## src/rtl/branch_resolve_if.sv

```systemverilog
// Execute-to-fetch branch resolution bus: op/flag inputs, registered redirect
// result, and statistics counters.
interface branch_resolve_if #(
   parameter int XLEN  = 32,
   parameter int CNT_W = 16
);
   logic             flush;
   logic             in_valid;
   logic             in_ready;
   logic             is_branch;
   logic             is_jal;
   logic             is_jalr;
   logic [2:0]       funct3;
   logic [3:0]       flag;
   logic [XLEN-1:0]  alu_rslt;
   logic [XLEN-1:0]  pc;
   logic [XLEN-1:0]  imm;
   logic             pred_taken;
   logic             out_valid;
   logic             out_ready;
   logic             taken;
   logic             redirect;
   logic [XLEN-1:0]  next_pc;
   logic             misalign;
   logic             illegal;
   logic [CNT_W-1:0] br_cnt;
   logic [CNT_W-1:0] mis_cnt;

   // Handshakes: a transfer happens on a rising edge where valid and ready are
   // both high; valid-side payload stays stable until that edge.
   modport master (
      output flush, in_valid, is_branch, is_jal, is_jalr, funct3, flag,
             alu_rslt, pc, imm, pred_taken, out_ready,
      input  in_ready, out_valid, taken, redirect, next_pc, misalign, illegal,
             br_cnt, mis_cnt
   );

   modport slave (
      input  flush, in_valid, is_branch, is_jal, is_jalr, funct3, flag,
             alu_rslt, pc, imm, pred_taken, out_ready,
      output in_ready, out_valid, taken, redirect, next_pc, misalign, illegal,
             br_cnt, mis_cnt
   );
endinterface

```

## src/rtl/branch_resolve.sv

```systemverilog
// Resolves branch/jal/jalr outcome from ALU flags, registers the redirect for
// fetch behind a one-entry output buffer, and keeps saturating statistics.
module branch_resolve #(
   parameter int XLEN  = 32,
   parameter int CNT_W = 16
) (
   input  logic             clk,
   input  logic             rst,
   branch_resolve_if.slave  bus,
   output logic             dbg_full
);

   typedef enum logic {S_EMPTY = 1'b0, S_FULL = 1'b1} state_e;

   state_e           state_q, state_d;
   logic             taken_q, taken_d;
   logic             redirect_q, redirect_d;
   logic [XLEN-1:0]  next_pc_q, next_pc_d;
   logic             misalign_q, misalign_d;
   logic             illegal_q, illegal_d;
   logic [CNT_W-1:0] br_cnt_q, br_cnt_d;
   logic [CNT_W-1:0] mis_cnt_q, mis_cnt_d;

   logic             op_jalr, op_jal, op_br;
   logic             flag_z, flag_n, flag_c, flag_v;
   logic             cond_c, illegal_c, taken_c, redirect_c, misalign_c;
   logic [XLEN-1:0]  target_c, seq_pc_c, next_pc_c;
   logic             in_ready_c, accept_c;

   // Op decode with jalr > jal > branch priority, then condition from flags.
   always_comb begin
      op_jalr   = bus.is_jalr;
      op_jal    = bus.is_jal & ~bus.is_jalr;
      op_br     = bus.is_branch & ~bus.is_jal & ~bus.is_jalr;
      flag_z    = bus.flag[0];
      flag_n    = bus.flag[1];
      flag_c    = bus.flag[2];
      flag_v    = bus.flag[3];
      cond_c    = 1'b0;
      illegal_c = 1'b0;
      case (bus.funct3)
         3'b000:  cond_c = flag_z;
         3'b001:  cond_c = ~flag_z;
         3'b100:  cond_c = flag_n ^ flag_v;
         3'b101:  cond_c = ~(flag_n ^ flag_v);
         3'b110:  cond_c = ~flag_c;
         3'b111:  cond_c = flag_c;
         default: illegal_c = op_br;
      endcase
      taken_c    = op_jalr | op_jal | (op_br & cond_c);
      target_c   = op_jalr ? {bus.alu_rslt[XLEN-1:1], 1'b0} : bus.pc + bus.imm;
      seq_pc_c   = bus.pc + XLEN'(4);
      next_pc_c  = taken_c ? target_c : seq_pc_c;
      misalign_c = taken_c & (target_c[1:0] != 2'b00);
      redirect_c = taken_c ^ bus.pred_taken;
   end

   always_comb begin
      in_ready_c = ~bus.flush & ((state_q == S_EMPTY) | bus.out_ready);
      accept_c   = bus.in_valid & in_ready_c
                   & (bus.is_branch | bus.is_jal | bus.is_jalr);
   end

   always_comb begin
      state_d    = state_q;
      taken_d    = taken_q;
      redirect_d = redirect_q;
      next_pc_d  = next_pc_q;
      misalign_d = misalign_q;
      illegal_d  = illegal_q;
      br_cnt_d   = br_cnt_q;
      mis_cnt_d  = mis_cnt_q;
      if (bus.flush) begin
         state_d = S_EMPTY;
      end else begin
         case (state_q)
            S_EMPTY: if (accept_c) state_d = S_FULL;
            S_FULL:  if (bus.out_ready) state_d = accept_c ? S_FULL : S_EMPTY;
            default: state_d = S_EMPTY;
         endcase
      end
      // accept_c already excludes flush, so a flushed op never loads or counts.
      if (accept_c) begin
         taken_d    = taken_c;
         redirect_d = redirect_c;
         next_pc_d  = next_pc_c;
         misalign_d = misalign_c;
         illegal_d  = illegal_c;
         if (!(&br_cnt_q)) br_cnt_d = br_cnt_q + CNT_W'(1);
         if (redirect_c && !(&mis_cnt_q)) mis_cnt_d = mis_cnt_q + CNT_W'(1);
      end
   end

   always_ff @(posedge clk) begin
      if (rst) begin
         state_q    <= S_EMPTY;
         taken_q    <= 1'b0;
         redirect_q <= 1'b0;
         next_pc_q  <= '0;
         misalign_q <= 1'b0;
         illegal_q  <= 1'b0;
         br_cnt_q   <= '0;
         mis_cnt_q  <= '0;
      end else begin
         state_q    <= state_d;
         taken_q    <= taken_d;
         redirect_q <= redirect_d;
         next_pc_q  <= next_pc_d;
         misalign_q <= misalign_d;
         illegal_q  <= illegal_d;
         br_cnt_q   <= br_cnt_d;
         mis_cnt_q  <= mis_cnt_d;
      end
   end

   assign bus.in_ready  = in_ready_c;
   assign bus.out_valid = (state_q == S_FULL);
   assign bus.taken     = taken_q;
   assign bus.redirect  = redirect_q;
   assign bus.next_pc   = next_pc_q;
   assign bus.misalign  = misalign_q;
   assign bus.illegal   = illegal_q;
   assign bus.br_cnt    = br_cnt_q;
   assign bus.mis_cnt   = mis_cnt_q;
   assign dbg_full      = (state_q == S_FULL);

endmodule
```

## src/flat_wrapper.sv

```systemverilog
// flat-port wrapper written by rule: the top's interface ports become plain ports
module branch_resolve_flat 
#(
   parameter int XLEN  = 32,
   parameter int CNT_W = 16
)
  (clk, rst, dbg_full, bus_flush, bus_in_valid, bus_is_branch, bus_is_jal, bus_is_jalr, bus_funct3, bus_flag, bus_alu_rslt, bus_pc, bus_imm, bus_pred_taken, bus_out_ready, bus_in_ready, bus_out_valid, bus_taken, bus_redirect, bus_next_pc, bus_misalign, bus_illegal, bus_br_cnt, bus_mis_cnt);
  branch_resolve_if #(.XLEN(XLEN), .CNT_W(CNT_W)) bus_i ();
  input  logic clk;
  input  logic rst;
  output logic dbg_full;
  input wire logic [$bits(bus_i.flush)-1:0] bus_flush;
  input wire logic [$bits(bus_i.in_valid)-1:0] bus_in_valid;
  input wire logic [$bits(bus_i.is_branch)-1:0] bus_is_branch;
  input wire logic [$bits(bus_i.is_jal)-1:0] bus_is_jal;
  input wire logic [$bits(bus_i.is_jalr)-1:0] bus_is_jalr;
  input wire logic [$bits(bus_i.funct3)-1:0] bus_funct3;
  input wire logic [$bits(bus_i.flag)-1:0] bus_flag;
  input wire logic [$bits(bus_i.alu_rslt)-1:0] bus_alu_rslt;
  input wire logic [$bits(bus_i.pc)-1:0] bus_pc;
  input wire logic [$bits(bus_i.imm)-1:0] bus_imm;
  input wire logic [$bits(bus_i.pred_taken)-1:0] bus_pred_taken;
  input wire logic [$bits(bus_i.out_ready)-1:0] bus_out_ready;
  output wire logic [$bits(bus_i.in_ready)-1:0] bus_in_ready;
  output wire logic [$bits(bus_i.out_valid)-1:0] bus_out_valid;
  output wire logic [$bits(bus_i.taken)-1:0] bus_taken;
  output wire logic [$bits(bus_i.redirect)-1:0] bus_redirect;
  output wire logic [$bits(bus_i.next_pc)-1:0] bus_next_pc;
  output wire logic [$bits(bus_i.misalign)-1:0] bus_misalign;
  output wire logic [$bits(bus_i.illegal)-1:0] bus_illegal;
  output wire logic [$bits(bus_i.br_cnt)-1:0] bus_br_cnt;
  output wire logic [$bits(bus_i.mis_cnt)-1:0] bus_mis_cnt;
  assign bus_i.flush = bus_flush;
  assign bus_i.in_valid = bus_in_valid;
  assign bus_i.is_branch = bus_is_branch;
  assign bus_i.is_jal = bus_is_jal;
  assign bus_i.is_jalr = bus_is_jalr;
  assign bus_i.funct3 = bus_funct3;
  assign bus_i.flag = bus_flag;
  assign bus_i.alu_rslt = bus_alu_rslt;
  assign bus_i.pc = bus_pc;
  assign bus_i.imm = bus_imm;
  assign bus_i.pred_taken = bus_pred_taken;
  assign bus_i.out_ready = bus_out_ready;
  assign bus_in_ready = bus_i.in_ready;
  assign bus_out_valid = bus_i.out_valid;
  assign bus_taken = bus_i.taken;
  assign bus_redirect = bus_i.redirect;
  assign bus_next_pc = bus_i.next_pc;
  assign bus_misalign = bus_i.misalign;
  assign bus_illegal = bus_i.illegal;
  assign bus_br_cnt = bus_i.br_cnt;
  assign bus_mis_cnt = bus_i.mis_cnt;
  branch_resolve #(.XLEN(XLEN), .CNT_W(CNT_W)) u_core (.clk(clk), .rst(rst), .bus(bus_i), .dbg_full(dbg_full));
endmodule
```

## config.mk

```make
export PLATFORM = sky130hd
export DESIGN_NAME = branch_resolve_flat
export DESIGN_NICKNAME = d
export VERILOG_FILES = /design/src/rtl/branch_resolve_if.sv /design/src/rtl/branch_resolve.sv /design/src/flat_wrapper.sv
export SDC_FILE = /design/constraint.sdc
export NUM_CORES = 1
export LEC_CHECK = 0
export CORE_MARGIN = 2
export CORE_UTILIZATION = 40
export DETAILED_ROUTE_END_ITERATION = 6
export PLACE_DENSITY = 0.83
export SLEW_MARGIN = 0
export SYNTH_ARGS = -nofsm -noshare
export SYNTH_HDL_FRONTEND = slang
export SYNTH_SLANG_ARGS = --single-unit
```

## constraint.sdc

```tcl
create_clock -name clk -period 5.2 [get_ports clk]
set_input_delay 0.78 -clock clk [delete_from_list [all_inputs] [get_ports clk]]
set_output_delay 0.78 -clock clk [all_outputs]
set_load 0.01 [all_outputs]
```

==> impl_metrics.csv <==
group,metric,value,unit
finish,drive_gt1_share,3.32,%
cts,cts_max_level,3,
critical_path,cp-start-kind,"input port",
placed_design,dpl.hpwl,12500,um
drt,wl_met1,7230,um
cts,cts_buffers,9,
drt,via_per_inst,5.66,
timing,fin_skew,0.00767,ns
worst_hold_path,hold_path_class,"flip-flop to flip-flop",
critical_path,crit_buf_inv,1,
timing,post-route-min-period,3.62,ns
floorplan,die_h,119,um
cts,clk_latency,0.35,ns
power_and_ir_drop,p_per_area,221,nW/um2
critical_path,crit_path_frequent_cell,"o31a_1",
drt,wl_met2,7860,um
power_and_ir_drop,power.leakage,2.84,nW
global_route,grt_usage,23.2,%
global_route,grt_pass1_vias,5572,
floorplan,rows,42,
timing,relSlewSlack,45.8,%
finish,final_cell_mix,"clkdlybuf4s50_1, nor2_1, dfxtp_1",
floorplan,coreArea,13100,um2
cts,clock_path_buffers,2,
critical_path,critPathKind,"input port to flip-flop",
timing,fin_tns_setup,0,ns
global_route,grt_max_degree,43,
critical_path,slowest_stage,"clkdlybuf4s50_1",
timing,hold_violations,0,
critical_path,path_cells,"clkdlybuf4s50_1 -> ha_1 -> a21o_1 -> a221o_1 -> a32oi_1 -> a2111oi_0 -> o31a_1 -> o21a_1 -> o31a_1 -> nand3_1",
logic_synthesis,synthCells,700,
critical_path,worstPathMaxFanout,6,
cts,ctsHoldBuffers,0,
cts,cts_tree,"done",
timing,rsz0062_at_grt,"no",
logic_synthesis,yosys_warnings,0,
drt,drt-initial-drc-count,402,
cts,post_cts_resized,0,
logic_synthesis,syn_area,5320,um2
drt,route.met3.wl,1160,um
finish,syn_to_final_growth,42.5,%
critical_path,cp-end-kind,"flip-flop",
placed_design,gp_congestion,0.874,
logic_synthesis,synth-async-reset-ratio,0,%
global_route,grt_pass1_wl,26400,um
run_status,status,"finished clean",
floorplan,io_pins,183,
floorplan,die_x,119,um
floorplan,die-area,14200,um2
finish,layout.nets,1017,
drt,drtPass1Iterations,5,
timing,timing.fmax,0.276,GHz
drt,avgRoutedWirePerCell,15.8,um
logic_synthesis,synth_seq_area_share,26.0,%
logic_synthesis,synthDistinctLibCells,59,
timing,worst_pin_slew,0.809,ns
finish,final_cells,1050,
power_and_ir_drop,peakVddDrop,0.135,mV
critical_path,ff2ff_path_depth,7,
drt,drc,0,
drt,highest_layer,"met4",
drt,wirelength,16500,um
worst_hold_path,holdPathStages,1,
timing,setup_violations,0,
finish,layout_commonest_cell,"clkdlybuf4s50_1",
power_and_ir_drop,total_power,0.00167,W
logic_synthesis,syn_nets,847,
cts,cts_root_buffer,"clkbuf_16",
logic_synthesis,synth_enable_flop_cells,0,
critical_path,worstPathRequired,5.49,ns
timing,hold_ws,0.454,ns
logic_synthesis,synth-seq-cells,69,
timing,finalCritPeriodShare,69.7,%
critical_path,arrival,3.91,ns
timing,slew_violations,0,
placed_design,portBuffers,181,
critical_path,critical-path-max-stage-delay,0.59,ns
global_route,antenna_found_initial,1,
logic_synthesis,yosys_most_used_dff,"dfxtp_1",
critical_path,path_depth,10,
floorplan,start_util,40.5,%
critical_path,path_delay_family,"compound AO/OA/AOI/OAI gates",
cts,cts_setup_buffers,0,
global_route,grt_overflow,0,
placed_design,dp_cells,1035,
drt,antenna_left,0,
cts,clkTransAtPathRegs,0.06,ns
logic_synthesis,syn_avg_cell_area,7.60,um2
drt,num_vias,5945,
cts,clkSinkCount,69,
run,maxCapViolCount,0,
[cell usage after synthesis (8+ instances only)]
cell type | instances | area, um2
a211oi_1 | 15 | 113
a21o_1 | 17 | 128
a21oi_1 | 60 | 300
and3_1 | 14 | 87.6
and4_1 | 8 | 70.1
clkbuf_1 | 24 | 90.1
dfxtp_1 | 69 | 1380
ha_1 | 34 | 425
inv_1 | 11 | 41.3
nand2_1 | 60 | 225
nand3_1 | 41 | 205
nand4_1 | 13 | 81.3
nor2_1 | 87 | 327
nor3_1 | 20 | 100
o21ai_0 | 41 | 205
or3_1 | 12 | 75.1
xnor2_1 | 42 | 368
xor2_1 | 35 | 307
[routing by layer]
layer  vias up  global-route usage (%)
met3        26                    5.65
met1      2764                    29.0
li1       2910                       -
met2       245                    39.3
met5         -                       0
met4         0                    7.57
[flip-flops by register name, summed over array words and instances (netlist names)]
register / count
u_core.bus.illegal: 1
u_core.bus.br_cnt: 16
u_core.bus.next_pc: 32
u_core.bus.out_valid: 1
u_core.bus.mis_cnt: 16
u_core.bus.misalign: 1
u_core.bus.taken: 1
u_core.bus.redirect: 1
[kinds of logic after synthesis]
group | count (synthesis) | share of synthesized area [%]
buffers and inverters | 39 | 2.85
and+or+nand+nor | 281 | 25.3
AOI/OAI and AO/OA | 196 | 24.2
DFF | 69 | 26.0
muxes | 3 | 0.565
xor gates and xnor gates | 77 | 12.7
adders and majority gates | 35 | 8.38
[path summary, 6_finish.rpt]
path | slack, ns | to | startpoint
hold / removal | 0.45 | u_core.bus.next_pc[21] | u_core.bus.next_pc[21]
hold reg to reg | 0.45 | u_core.bus.next_pc[21] | u_core.bus.next_pc[21]
setup reg to reg | 2.77 | u_core.bus.mis_cnt[11] | u_core.bus.out_valid
setup / recovery | 1.58 | u_core.bus.next_pc[28] | bus_pc[4]
[layout make-up]
class	count	area, um2
Antenna cell	1	2.50
Clock buffer	10	239
Clock inverter	4	50.0
Fill cell	1204	5560
Inverter	11	41.3
Multi-Input combinational cell	592	3790
Sequential cell	69	1380
Tap cell	176	220
Timing Repair Buffer	187	1850
[metrics by stage]
stage / area, um2 / utilization (%) / setup slack (ns)
after floorplan: 5320 / - / 2.10
after global placement: 7280 / 55.4 / 1.26
after detailed placement: 7280 / 55.4 / 1.26
after CTS: 7570 / 57.6 / 1.62
after global routing: 7580 / 57.7 / 1.41
final: 7580 / 57.7 / 1.58
[report_power, final]
part | leakage, nW | switching [W] | total (W) | internal, W
Sequential | 0.561 | 0.0000141 | 0.000564 | 0.000550
Clock | 0.136 | 0.000239 | 0.000617 | 0.000378
Combinational | 2.15 | 0.000250 | 0.000493 | 0.000244
(Power assumes the default switching activity.)
